$ cat config.mk
export PLATFORM = sky130hd
export DESIGN_NAME = nibble_pair_packer
export DESIGN_NICKNAME = d
export VERILOG_FILES = /design/src/rtl/pack_pkg.sv /design/src/rtl/pair_fifo.sv /design/src/rtl/nibble_pair_packer.sv
export SDC_FILE = /design/constraint.sdc
export NUM_CORES = 1
export LEC_CHECK = 0
export BUFFER_PORTS_ARGS = -buffer_cell sky130_fd_sc_hd__buf_4
export CELL_PAD_IN_SITES_DETAIL_PLACEMENT = 0
export CELL_PAD_IN_SITES_GLOBAL_PLACEMENT = 1
export CORE_MARGIN = 2
export CORE_UTILIZATION = 47
export DETAILED_ROUTE_END_ITERATION = 6
export PLACE_DENSITY = 0.75
export SETUP_SLACK_MARGIN = 0.2
export SYNTH_ARGS = -nofsm -noshare
export SYNTH_HDL_FRONTEND = slang
export SYNTH_SLANG_ARGS = --single-unit
$ cat constraint.sdc
create_clock -name clk -period 3 [get_ports clk]
set_clock_uncertainty 0.1 [all_clocks]
set_input_delay 0 -clock clk [delete_from_list [all_inputs] [get_ports clk]]
set_output_delay 0 -clock clk [all_outputs]
set_load 0.05 [all_outputs]
$ cat src/rtl/pack_pkg.sv
// ---------------------------------------------------------------------------
// pack_pkg
//   Shared types and constants for the nibble pair packer and its output FIFO.
//
//   NIBBLE_W     : width of one input nibble
//   WORD_W       : width of one packed output word
//   pair_t       : packed word, lo nibble in [7:4], hi nibble in [3:0]
//   asm_state_t  : assembler states (EMPTY = nothing held, HALF = lo held)
//   make_pair    : builds a pair_t from two nibbles
// ---------------------------------------------------------------------------
package pack_pkg;

    localparam int NIBBLE_W = 4;
    localparam int WORD_W   = 8;

    typedef struct packed unsigned {
        bit [3:0] lo;
        bit [3:0] hi;
    } pair_t;

    typedef enum logic {
        EMPTY = 1'b0,
        HALF  = 1'b1
    } asm_state_t;

    // Field order in the struct fixes the layout, so callers never have to
    // remember which nibble lands in the upper half of the byte.
    function automatic pair_t make_pair(input logic [3:0] lo_nib,
                                        input logic [3:0] hi_nib);
        pair_t p;
        p.lo = lo_nib;
        p.hi = hi_nib;
        return p;
    endfunction

endpackage

$ cat src/rtl/pair_fifo.sv
// ---------------------------------------------------------------------------
// pair_fifo
//   Small circular-buffer FIFO of pair_t words. Head is shown combinationally
//   from the read pointer, so a word is visible the cycle after it is pushed.
//
//   Parameters:
//     DEPTH     : number of entries (power of two, >= 2)
//   Ports:
//     clk       : clock, all state changes on rising edge
//     rst       : synchronous active-high reset, empties the FIFO
//     push      : write push_data at the tail (caller guarantees not full)
//     push_data : word to write
//     pop       : drop the head entry (caller guarantees not empty)
//     head      : current head entry
//     level     : number of stored entries, 0..DEPTH
// ---------------------------------------------------------------------------
module pair_fifo
    import pack_pkg::*;
#(
    parameter int DEPTH = 4
) (
    input  logic                   clk,
    input  logic                   rst,
    input  logic                   push,
    input  pair_t                  push_data,
    input  logic                   pop,
    output pair_t                  head,
    output logic [$clog2(DEPTH):0] level
);

    localparam int PW = $clog2(DEPTH);

    pair_t           mem [DEPTH];
    logic [PW-1:0]   rd_ptr;
    logic [PW-1:0]   wr_ptr;

    // Pointers are exactly log2(DEPTH) bits wide, so their natural overflow
    // is the modulo-DEPTH wrap. The level counter is kept separately so that
    // full and empty are unambiguous even when the pointers are equal.
    // Storage is cleared on reset so the head reads as zero until the first
    // push.
    always_ff @(posedge clk) begin
        if (rst) begin
            rd_ptr <= '0;
            wr_ptr <= '0;
            level  <= '0;
            for (int i = 0; i < DEPTH; i++) begin
                mem[i] <= '0;
            end
        end else begin
            if (push) begin
                mem[wr_ptr] <= push_data;
                wr_ptr      <= wr_ptr + 1'b1;
            end
            if (pop) begin
                rd_ptr <= rd_ptr + 1'b1;
            end
            case ({push, pop})
                2'b10:   level <= level + 1'b1;
                2'b01:   level <= level - 1'b1;
                default: level <= level;
            endcase
        end
    end

    assign head = mem[rd_ptr];

endmodule

$ cat src/rtl/nibble_pair_packer.sv
// ---------------------------------------------------------------------------
// nibble_pair_packer
//   Collects a valid/ready stream of nibbles into pair_t bytes: the first
//   nibble of a pair becomes lo, the second becomes hi. A flush request
//   completes a pending lo with hi = 0. Finished words are queued in a
//   pair_fifo and offered on a valid/ready output.
//
//   Parameters:
//     DEPTH     : output FIFO entries (power of two, >= 2)
//   Ports:
//     clk       : clock
//     rst       : synchronous active-high reset, drops held nibble and FIFO
//     in_valid  : in_nibble is valid
//     in_ready  : nibble accepted when in_valid && in_ready
//     in_nibble : input nibble
//     flush     : level request to finish a partial word with hi = 0
//     out_valid : out_data holds the FIFO head
//     out_ready : head popped when out_valid && out_ready
//     out_data  : FIFO head as {lo, hi}
//     level     : FIFO occupancy
//     partial   : a lo nibble is held waiting for its hi
// ---------------------------------------------------------------------------
module nibble_pair_packer
    import pack_pkg::*;
#(
    parameter int DEPTH = 4
) (
    input  logic                   clk,
    input  logic                   rst,
    input  logic                   in_valid,
    output logic                   in_ready,
    input  logic [NIBBLE_W-1:0]    in_nibble,
    input  logic                   flush,
    output logic                   out_valid,
    input  logic                   out_ready,
    output logic [WORD_W-1:0]      out_data,
    output logic [$clog2(DEPTH):0] level,
    output logic                   partial
);

    localparam int              LW         = $clog2(DEPTH) + 1;
    localparam logic [LW-1:0]   FULL_LEVEL = LW'(DEPTH);

    asm_state_t     state;
    logic [3:0]     lo;
    logic           acc;
    logic           space;
    logic           push;
    logic           pop;
    pair_t          push_data;
    pair_t          head;

    // Handshake and push decode. Space is judged on the registered level
    // only, so a pop in the same cycle never frees room early; that keeps
    // in_ready free of any path from out_ready. In EMPTY without flush a
    // nibble only fills lo, so it can be taken even when the FIFO is full.
    // In HALF a nibble always completes a word, which also swallows any
    // concurrent flush.
    always_comb begin
        space     = (level != FULL_LEVEL);
        in_ready  = ((state == EMPTY) && !flush) || space;
        acc       = in_valid && in_ready;
        pop       = out_valid && out_ready;
        push      = 1'b0;
        push_data = '0;
        case (state)
            EMPTY: begin
                if (acc && flush) begin
                    push      = 1'b1;
                    push_data = make_pair(in_nibble, 4'h0);
                end
            end
            HALF: begin
                if (acc) begin
                    push      = 1'b1;
                    push_data = make_pair(lo, in_nibble);
                end else if (flush && space) begin
                    push      = 1'b1;
                    push_data = make_pair(lo, 4'h0);
                end
            end
            default: begin
                push      = 1'b0;
                push_data = '0;
            end
        endcase
    end

    // Assembler state and the held lo nibble. A flush with the FIFO full
    // leaves HALF untouched; the producer keeps flush high until room opens.
    always_ff @(posedge clk) begin
        if (rst) begin
            state <= EMPTY;
            lo    <= 4'h0;
        end else begin
            case (state)
                EMPTY: begin
                    if (acc && !flush) begin
                        lo    <= in_nibble;
                        state <= HALF;
                    end
                end
                HALF: begin
                    if (acc || (flush && space)) begin
                        state <= EMPTY;
                    end
                end
                default: state <= EMPTY;
            endcase
        end
    end

    pair_fifo #(
        .DEPTH (DEPTH)
    ) u_fifo (
        .clk       (clk),
        .rst       (rst),
        .push      (push),
        .push_data (push_data),
        .pop       (pop),
        .head      (head),
        .level     (level)
    );

    assign out_valid = (level != '0);
    assign out_data  = head;
    assign partial   = (state == HALF);

endmodule

==> results.py, run 1 <==
metrics = {
    "cells_and_area": {
        "final_layout_size_suffix_gt1_share_pct": 26.0,
        "area_overhead_of_the_layout_relative_to_synthesis_pct": 17.4,
        "design_area_mm2": 0.00256,
        "final_cells": 248,
        "nNetsFinal": 206,
        "antennaDiodeCount": 0,
        "layout.core_utilization_pct": 58.0,
        "num-fill-cells": 370,
    },
    "routing": {
        "totalWireLength_um": 4300,
        "detail_route.wl_per_cell_um": 17.4,
        "dr_total_vias": 1367,
        "drt-pass1-iter-count": 4,
        "detailedRoute.firstIterationViolations": 45,
        "drtAntennaViolNets": 0,
        "remaining_drc_errors": 0,
        "vias_per_cell": 5.51,
    },
    "grt": {
        "global_route.overflow_total": 0,
        "grt.met1_usage_pct": 23.7,
        "antenna_found_initial": 0,
        "grt_pass1_wl_um": 7090,
        "grt_util_met3_pct": 4.72,
        "number_of_global_route_vias_before_repair": 1380,
        "layer_carrying_the_most_global_route_usage": "met2",
        "grt.total_usage_pct": 18.4,
        "grt_max_degree": 27,
        "gr-usage-met2_pct": 30.7,
    },
    "timing": {
        "achievable-frequency_ghz": 0.404,
        "count_of_final_max_slew_check_failures": 0,
        "final.setup.tns_ns": 0,
        "post-route-min-period_ns": 2.47,
        "finalWorstSetupSlack_ns": 0.525,
        "worst_slew_margin_rel_pct": 58.1,
        "finalCritPeriodShare_pct": 82.5,
        "hold_violations": 0,
        "worst-slew-pin-transition_ns": 0.626,
        "worst_hold_slack_ns": 0.00973,
        "setup_viol_count_final": 0,
        "rsz0062_at_grt": "no",
    },
    "synthesis": {
        "synth_fa_ha_area_share_pct": 2.12,
        "synth_compound_gate_area_share_pct": 5.51,
        "synth_top_family_by_area": "simple AND/OR/NAND/NOR gates",
        "synth_xor_xnor_area_share_pct": 2.01,
        "yosys-top-cells-area": "sky130_fd_sc_hd__edfxtp_1, sky130_fd_sc_hd__dfxtp_1, sky130_fd_sc_hd__mux4_2, sky130_fd_sc_hd__nor2_1, sky130_fd_sc_hd__and2_1",
        "postSynthAreaPerCell_um2": 13.1,
        "syn-num-nets": 177,
        "synthesis.area_mm2": 0.00218,
        "synth_seq_area_share_pct": 56.9,
        "yosysWarnings": 0,
        "synth.distinct_cells": 43,
        "total_of_flip_flops_plus_latches_after_synthesis": 46,
        "yosys.area_share.simple_pct": 18.3,
        "synth_top_cell_by_area": "sky130_fd_sc_hd__edfxtp_1",
        "synth_mux_area_share_pct": 11.8,
        "synth_largest_type_area_fraction_pct": 44.1,
        "syn-instance-count": 166,
    },
    "clocking": {
        "cts_tree": "done",
        "clk_pin_slew_ns": 0.09,
        "clk_latency_ns": 0.30,
        "root_buffer": "sky130_fd_sc_hd__clkbuf_8",
        "clock_sinks": 46,
        "postCtsSetupBuffers": 0,
        "cts_inserted_buffers": 5,
        "clk_path_buf_depth": 2,
        "htreeDepth": 2,
    },
    "power": {
        "power.internal_mw": 1.25,
        "combinationalPowerShare_pct": 34.4,
        "power.share.sequential_pct": 42.3,
        "power.density_mw_per_mm2": 765,
        "power.share.switching_pct": 36.4,
        "power_share_of_the_clock_group_pct": 23.3,
        "switching_power_uw": 712,
        "p_leak_nw": 0.946,
        "ir_worst_vdd_mv": 0.580,
        "power.total_mw": 1.96,
    },
    "status": {
        "outcome": "completed",
    },
    "setup_path": {
        "criticalPathCategory": "register to register",
        "worst-endpoint-arrival_ns": 2.61,
        "reg2reg_from": "u_fifo.level[2]",
        "worstPathMaxFanout": 9,
        "start_kind": "register",
        "worstSetupEndpointType": "register",
        "startpoint": "u_fifo.level[2]",
        "critical_path_required_ns": 3.14,
    },
    "floorplanning": {
        "dieArea_mm2": 0.00520,
        "vertical_die_dimension_um": 72.1,
        "floorplan.initialDensity_pct": 49.4,
        "core_region_area_mm2": 0.00441,
        "ios": 23,
        "rows": 24,
        "die_width_um": 72.1,
    },
    "worst_hold_path": {
        "worst_hold_startpoint": "flush",
        "hp-class": "input pin to register",
    },
    "place": {
        "port-buffer-count": 22,
        "dp.cells": 231,
        "dp.final_hpwl_um": 3000,
        "gpl.final_weighted_congestion": 0.783,
        "detailedPlace.worstSlack_ns": 0.545,
        "postPlaceCellArea_mm2": 0.00236,
    },
    "job": {
        "drv.max_cap_violation_count": 0,
    },
}
[registers in the layout, summed over array words and instances, names as in the netlist, named ones only]
| signal | flops |
|---|---|
| u_fifo.mem | 32 |
| lo | 4 |
| u_fifo.level | 3 |
| u_fifo.rd_ptr | 2 |
| u_fifo.wr_ptr | 2 |
| partial | 1 |
[placed cells by master (no fill, tap or decap), drive strengths merged, types with 2 or more instances in the layout]
cell type and count:
nor3b 3, nor2b 3, edfxtp 32, o21ai 2
a21o 3, xor2 3, or3 2, dlygate4sd3 9
nand4b 2, a21oi 3, dfxtp 14, and2 15
mux2 3, mux2i 4, nand3 5, nand2 2
xnor2 2, a41o 2, nor3 4, mux4 8
buf 23, or3b 3, clkbuf 6, nor2 26
inv 4, o211ai 2
[power groups by stage]
stage               logic (mW)  clock network, mW  registers, mW
floorplan                0.499                  0          0.859
global placement         0.661                  0          0.839
detailed placement       0.668                  0          0.845
CTS                      0.679              0.466          0.831
global route             0.720              0.490          0.843
finish                   0.673              0.457          0.828
[cells in the mapped netlist (all sizes together)]
cell type,count
fa,1
or3,2
ha,1
nor4b,1
o31a,1
xnor2,2
a2bb2oi,1
o21bai,1
mux4,8
o211ai,2
nand3,5
mux2i,4
nor2,26
xor2,3
a21oi,3
nor3b,3
buf,7
a21o,3
and2,15
dfxtp,14
nor3,4
a41o,2
clkbuf,3
o311ai,1
o21ai,2
edfxtp,32
or3b,3
nor2b,3
nand4b,2
nand2b,1
inv,4
mux2,3
nand2,2
maj3,1
[layer usage]
layer	up-vias	share of wire [%]	wire, um
met5	-	0	0
met4	0	0.88	38
met3	4	5.2	225
met2	35	49	2100
met1	660	45	1940
li1	668	-	-
[worst paths after layout]
kind	cells after the start	slack, ns	end
setup / recovery	8	0.53	u_fifo.level[2]
hold / removal	3	0.01	partial
setup reg to reg	8	0.53	u_fifo.level[2]
hold reg to reg	2	0.43	u_fifo.rd_ptr[1]
[kinds of logic after synthesis]
group / after synthesis
AO/OA/AOI/OAI: 16
XOR/XNOR: 5
adder cells (fa/ha/maj): 3
buffers and inverters: 14
flip-flops: 46
multiplexers: 15
AND/OR/NAND/NOR: 67
[cell type report]
type                    count  area (um^2)  area share (%)
clock inverters             2         37.5            1.47
clock buffers               6         72.6            2.83
multi-input cells         106          867            33.9
flip-flops and latches     46         1240            48.5
well taps                  52         65.1            2.54
inverters                   4         15.0           0.586
repair buffers             32          263            10.3
[critical path: stages (launching register included)]
cell,delay (ns)
sky130_fd_sc_hd__dfxtp_1,0.44
sky130_fd_sc_hd__or3b_1,0.54
sky130_fd_sc_hd__nand2_1,0.12
sky130_fd_sc_hd__ha_1,0.18
sky130_fd_sc_hd__inv_1,0.06
sky130_fd_sc_hd__fa_1,0.37
sky130_fd_sc_hd__xor2_1,0.15
sky130_fd_sc_hd__or3_1,0.31
sky130_fd_sc_hd__a21oi_1,0.14
[timing repair]
item / CTS / global route
endpoints found under the setup margin: 0 / 0
endpoints found under the hold margin: 28 / 0
resized for setup: 0 / 0
hold buffers: 9 / 0
Note: power is estimated with default switching activity, not from simulation.
==> run 2: changes to the inputs <==
--- a/config.mk
+++ b/config.mk
@@ -5,13 +5,14 @@
 export SDC_FILE = /design/constraint.sdc
 export NUM_CORES = 1
 export LEC_CHECK = 0
+export ABC_AREA = 1
 export BUFFER_PORTS_ARGS = -buffer_cell sky130_fd_sc_hd__buf_4
 export CELL_PAD_IN_SITES_DETAIL_PLACEMENT = 0
 export CELL_PAD_IN_SITES_GLOBAL_PLACEMENT = 1
 export CORE_MARGIN = 2
-export CORE_UTILIZATION = 47
+export CORE_UTILIZATION = 40
 export DETAILED_ROUTE_END_ITERATION = 6
-export PLACE_DENSITY = 0.75
+export PLACE_DENSITY = 0.72
 export SETUP_SLACK_MARGIN = 0.2
 export SYNTH_ARGS = -nofsm -noshare
 export SYNTH_HDL_FRONTEND = slang
==> constraint.sdc (replaced) <==
create_clock -name clk -period 2.05 [get_ports clk]
set_clock_uncertainty 0.1 [all_clocks]
set_input_delay 0 -clock clk [delete_from_list [all_inputs] [get_ports clk]]
set_output_delay 0 -clock clk [all_outputs]
set_load 0.05 [all_outputs]
==> results.py, run 2 <==
metrics = {
    "routing": {
        "detailedRoute.firstIterationViolations": 76,
        "vias_per_cell": 4.77,
        "detail_route.wl_per_cell_um": 13.3,
        "dr_total_vias": 1641,
        "drtAntennaViolNets": 0,
        "drt-pass1-iter-count": 4,
        "totalWireLength_um": 4590,
        "remaining_drc_errors": 0,
    },
    "synthesis": {
        "synth.distinct_cells": 25,
        "post_synth_most_frequent_cells": "sky130_fd_sc_hd__nor2_1, sky130_fd_sc_hd__edfxtp_1, sky130_fd_sc_hd__inv_1, sky130_fd_sc_hd__nand2_1, sky130_fd_sc_hd__o21ai_0",
        "syn-instance-count": 229,
        "syn-num-nets": 240,
        "yosys-top-cells-area": "sky130_fd_sc_hd__edfxtp_1, sky130_fd_sc_hd__dfxtp_1, sky130_fd_sc_hd__nor2_1, sky130_fd_sc_hd__o21ai_0, sky130_fd_sc_hd__inv_1",
        "synth_largest_type_area_fraction_pct": 45.1,
        "synth_compound_gate_area_share_pct": 12.1,
        "synth_top_flop_cell": "sky130_fd_sc_hd__edfxtp_1",
        "total_of_flip_flops_plus_latches_after_synthesis": 46,
        "yosysWarnings": 0,
        "synth_mux_area_share_pct": 0,
        "synth_edf_count": 32,
        "yosysMostFrequentCell": "sky130_fd_sc_hd__nor2_1",
        "synth_xor_xnor_area_share_pct": 0,
        "synthesis.area_mm2": 0.00213,
        "synth_seq_area_share_pct": 58.3,
        "yosys.area_share.simple_pct": 22.2,
        "synth_fa_ha_area_share_pct": 1.53,
        "synth_top_cell_by_area": "sky130_fd_sc_hd__edfxtp_1",
        "async_reset_ff_share_pct": 0,
        "synth_top_family_by_area": "simple AND/OR/NAND/NOR gates",
        "postSynthAreaPerCell_um2": 9.30,
    },
    "timing": {
        "final.setup.tns_ns": 0,
        "post-route-min-period_ns": 1.89,
        "hold_violations": 0,
        "finalCritPeriodShare_pct": 92.4,
        "count_of_final_max_slew_check_failures": 0,
        "setup_viol_count_final": 0,
        "rsz0062_at_grt": "yes",
        "worst_slew_margin_rel_pct": 70.3,
        "achievable-frequency_ghz": 0.528,
        "worst-slew-pin-transition_ns": 0.445,
    },
    "cells_and_area": {
        "nNetsFinal": 285,
        "final_layout_size_suffix_gt1_share_pct": 24.1,
        "max_flop_register": "u_fifo.mem",
        "final_cell_mix": "sky130_fd_sc_hd__nor2_1, sky130_fd_sc_hd__buf_4, sky130_fd_sc_hd__edfxtp_1",
        "reg_top3": "u_fifo.mem: 32 flops, lo: 4 flops, u_fifo.level: 3 flops",
        "largest_register_ffs": 32,
        "area_overhead_of_the_layout_relative_to_synthesis_pct": 25.1,
        "mostFrequentLayoutCell": "sky130_fd_sc_hd__nor2_1",
        "antennaDiodeCount": 0,
    },
    "clocking": {
        "htreeDepth": 2,
        "clk_pin_slew_ns": 0.08,
        "cts_inserted_buffers": 5,
        "clock_sinks": 46,
        "clk_path_buf_depth": 2,
        "cts_tree": "done",
        "clk_latency_ns": 0.29,
        "root_buffer": "sky130_fd_sc_hd__clkbuf_8",
    },
    "power": {
        "power.density_mw_per_mm2": 1160,
        "p_leak_nw": 1.10,
        "ir_worst_vdd_mv": 0.996,
        "power.total_mw": 3.08,
    },
    "setup_path": {
        "worstSetupEndpointType": "register",
        "crit_path_top_delay_cell": "sky130_fd_sc_hd__dfxtp_4",
        "critical_path_required_ns": 2.13,
        "criticalPathCategory": "register to register",
        "worstPathMaxFanout": 3,
        "worst-endpoint-arrival_ns": 1.98,
        "reg2reg_setup_slack_ns": 0.16,
        "timing.rr.end": "u_fifo.level[2]",
        "start_kind": "register",
        "reg2reg_from": "u_fifo.level[1]",
        "r2r_cells": 12,
        "critical_path.top_delay_family": "adder cells",
        "critical_path.cell_chain": "nor2_4, nand2_4, o211ai_4, nand2_4, inv_4, ha_4, inv_4, fa_2, a21oi_2, o21ai_1, o21ai_1, a21oi_1",
        "critPathBufInv": 2,
        "max_stage_delay_ns": 0.36,
    },
    "job": {
        "drv.max_cap_violation_count": 0,
    },
    "worst_hold_path": {
        "worst_hold_startpoint": "in_valid",
        "worst_hold_path.num_cells": 4,
        "hp-class": "input pin to register",
        "worstHoldEndpoint": "lo[0]",
    },
    "floorplanning": {
        "core_region_area_mm2": 0.00511,
        "die_width_um": 77.0,
        "ios": 23,
        "rows": 26,
        "dieArea_mm2": 0.00592,
        "vertical_die_dimension_um": 77.0,
        "floorplan.initialDensity_pct": 41.7,
    },
    "grt": {
        "grt_max_degree": 19,
        "global_route.overflow_total": 0,
        "grt_pass1_wl_um": 7780,
        "antenna_found_initial": 0,
        "grt.total_usage_pct": 16.9,
        "number_of_global_route_vias_before_repair": 1596,
    },
    "status": {
        "outcome": "completed",
    },
    "place": {
        "gpl.final_weighted_congestion": 0.813,
        "port-buffer-count": 22,
        "dp.final_hpwl_um": 3340,
    },
}
[run 2: changes by cell type after synthesis, moves of 4 or more]
cell,before,now
sky130_fd_sc_hd__nor2_1,26,60
sky130_fd_sc_hd__nand2_1,2,25
sky130_fd_sc_hd__o21ai_0,2,24
sky130_fd_sc_hd__inv_1,4,25
sky130_fd_sc_hd__and2_1,15,0
sky130_fd_sc_hd__a21oi_1,2,11
sky130_fd_sc_hd__mux4_2,8,0
sky130_fd_sc_hd__o22ai_1,0,8
sky130_fd_sc_hd__nand4_1,0,5
sky130_fd_sc_hd__mux2i_1,4,0
[run 2: tightest hold or removal path: cells and delay by family]
kind | cells | cell delay, ns
AO/OA/AOI/OAI | 1 | 0.08
buffers and inverters | 1 | 0.15
AND/OR/NAND/NOR | 2 | 0.19
[run 2: timing repair]
action / 4_1_cts / 5_1_grt
pin swaps: 2 / 3
endpoints found under the setup margin: 2 / 21
hold buffers: 6 / 0
setup buffers: 4 / 1
gates resized for setup: 0 / 8
endpoints found under the hold margin: 8 / 0
[run 2: stage by stage]
stage / hold WS, ns / worst slack (ns) / instances / instance area, um^2 / utilization [%]
final: 0.0622 / 0.156 / 344 / 2670 / 52.2
after global routing: 0.0781 / 0.00347 / 344 / 2670 / 52.2
after detailed placement: 0.135 / 0.0939 / 326 / 2460 / 48.2
after global placement: 0.138 / 0.121 / 326 / 2460 / 48.2
after floorplan: -0.0383 / 0.0257 / 229 / 2170 / -
after CTS: 0.0578 / 0.170 / 343 / 2630 / 51.5
[run 2: cell type report]
type                    instances  area (um^2)
flip-flops and latches         46         1250
inverters                      27          106
clock buffers                   7         76.3
multi-input cells             152          803
well taps                      70         87.6
repair buffers                 42          338
fillers                       496         2440
[run 2: cell families (layout without fill, tap and decap cells)]
family / count (synthesis) / after routing
flops: 46 / 46
compound gates: 46 / 46
buf+inv: 31 / 76
simple gates: 104 / 104
fa+ha+maj: 2 / 2
[run 2: worst max path at each step]
| stage | start | to | slack (ns) | depth (start not counted) |
|---|---|---|---|---|
| finish | u_fifo.level[1] | u_fifo.level[2] | 0.16 | 12 |
| global route | u_fifo.level[1] | u_fifo.level[2] | 0.003 | 12 |
| floorplan | u_fifo.level[0] | u_fifo.level[2] | 0.03 | 12 |
| global placement | u_fifo.level[0] | u_fifo.level[2] | 0.12 | 12 |
| detailed placement | u_fifo.level[0] | u_fifo.level[2] | 0.09 | 12 |
| CTS | u_fifo.level[1] | u_fifo.level[2] | 0.17 | 10 |
[run 2: power by group]
part	switching (mW)	internal [mW]
registers	0.0657	1.11
clock network	0.280	0.235
logic	0.936	0.460
total	1.28	1.80
[run 2: metal layers]
metal / part of all wire (%) / GRT usage, %
met3: 4.0 / 3.06
met4: 1.2 / 5.45
met2: 48 / 28.5
met1: 47 / 22.1
met5: 0 / 0
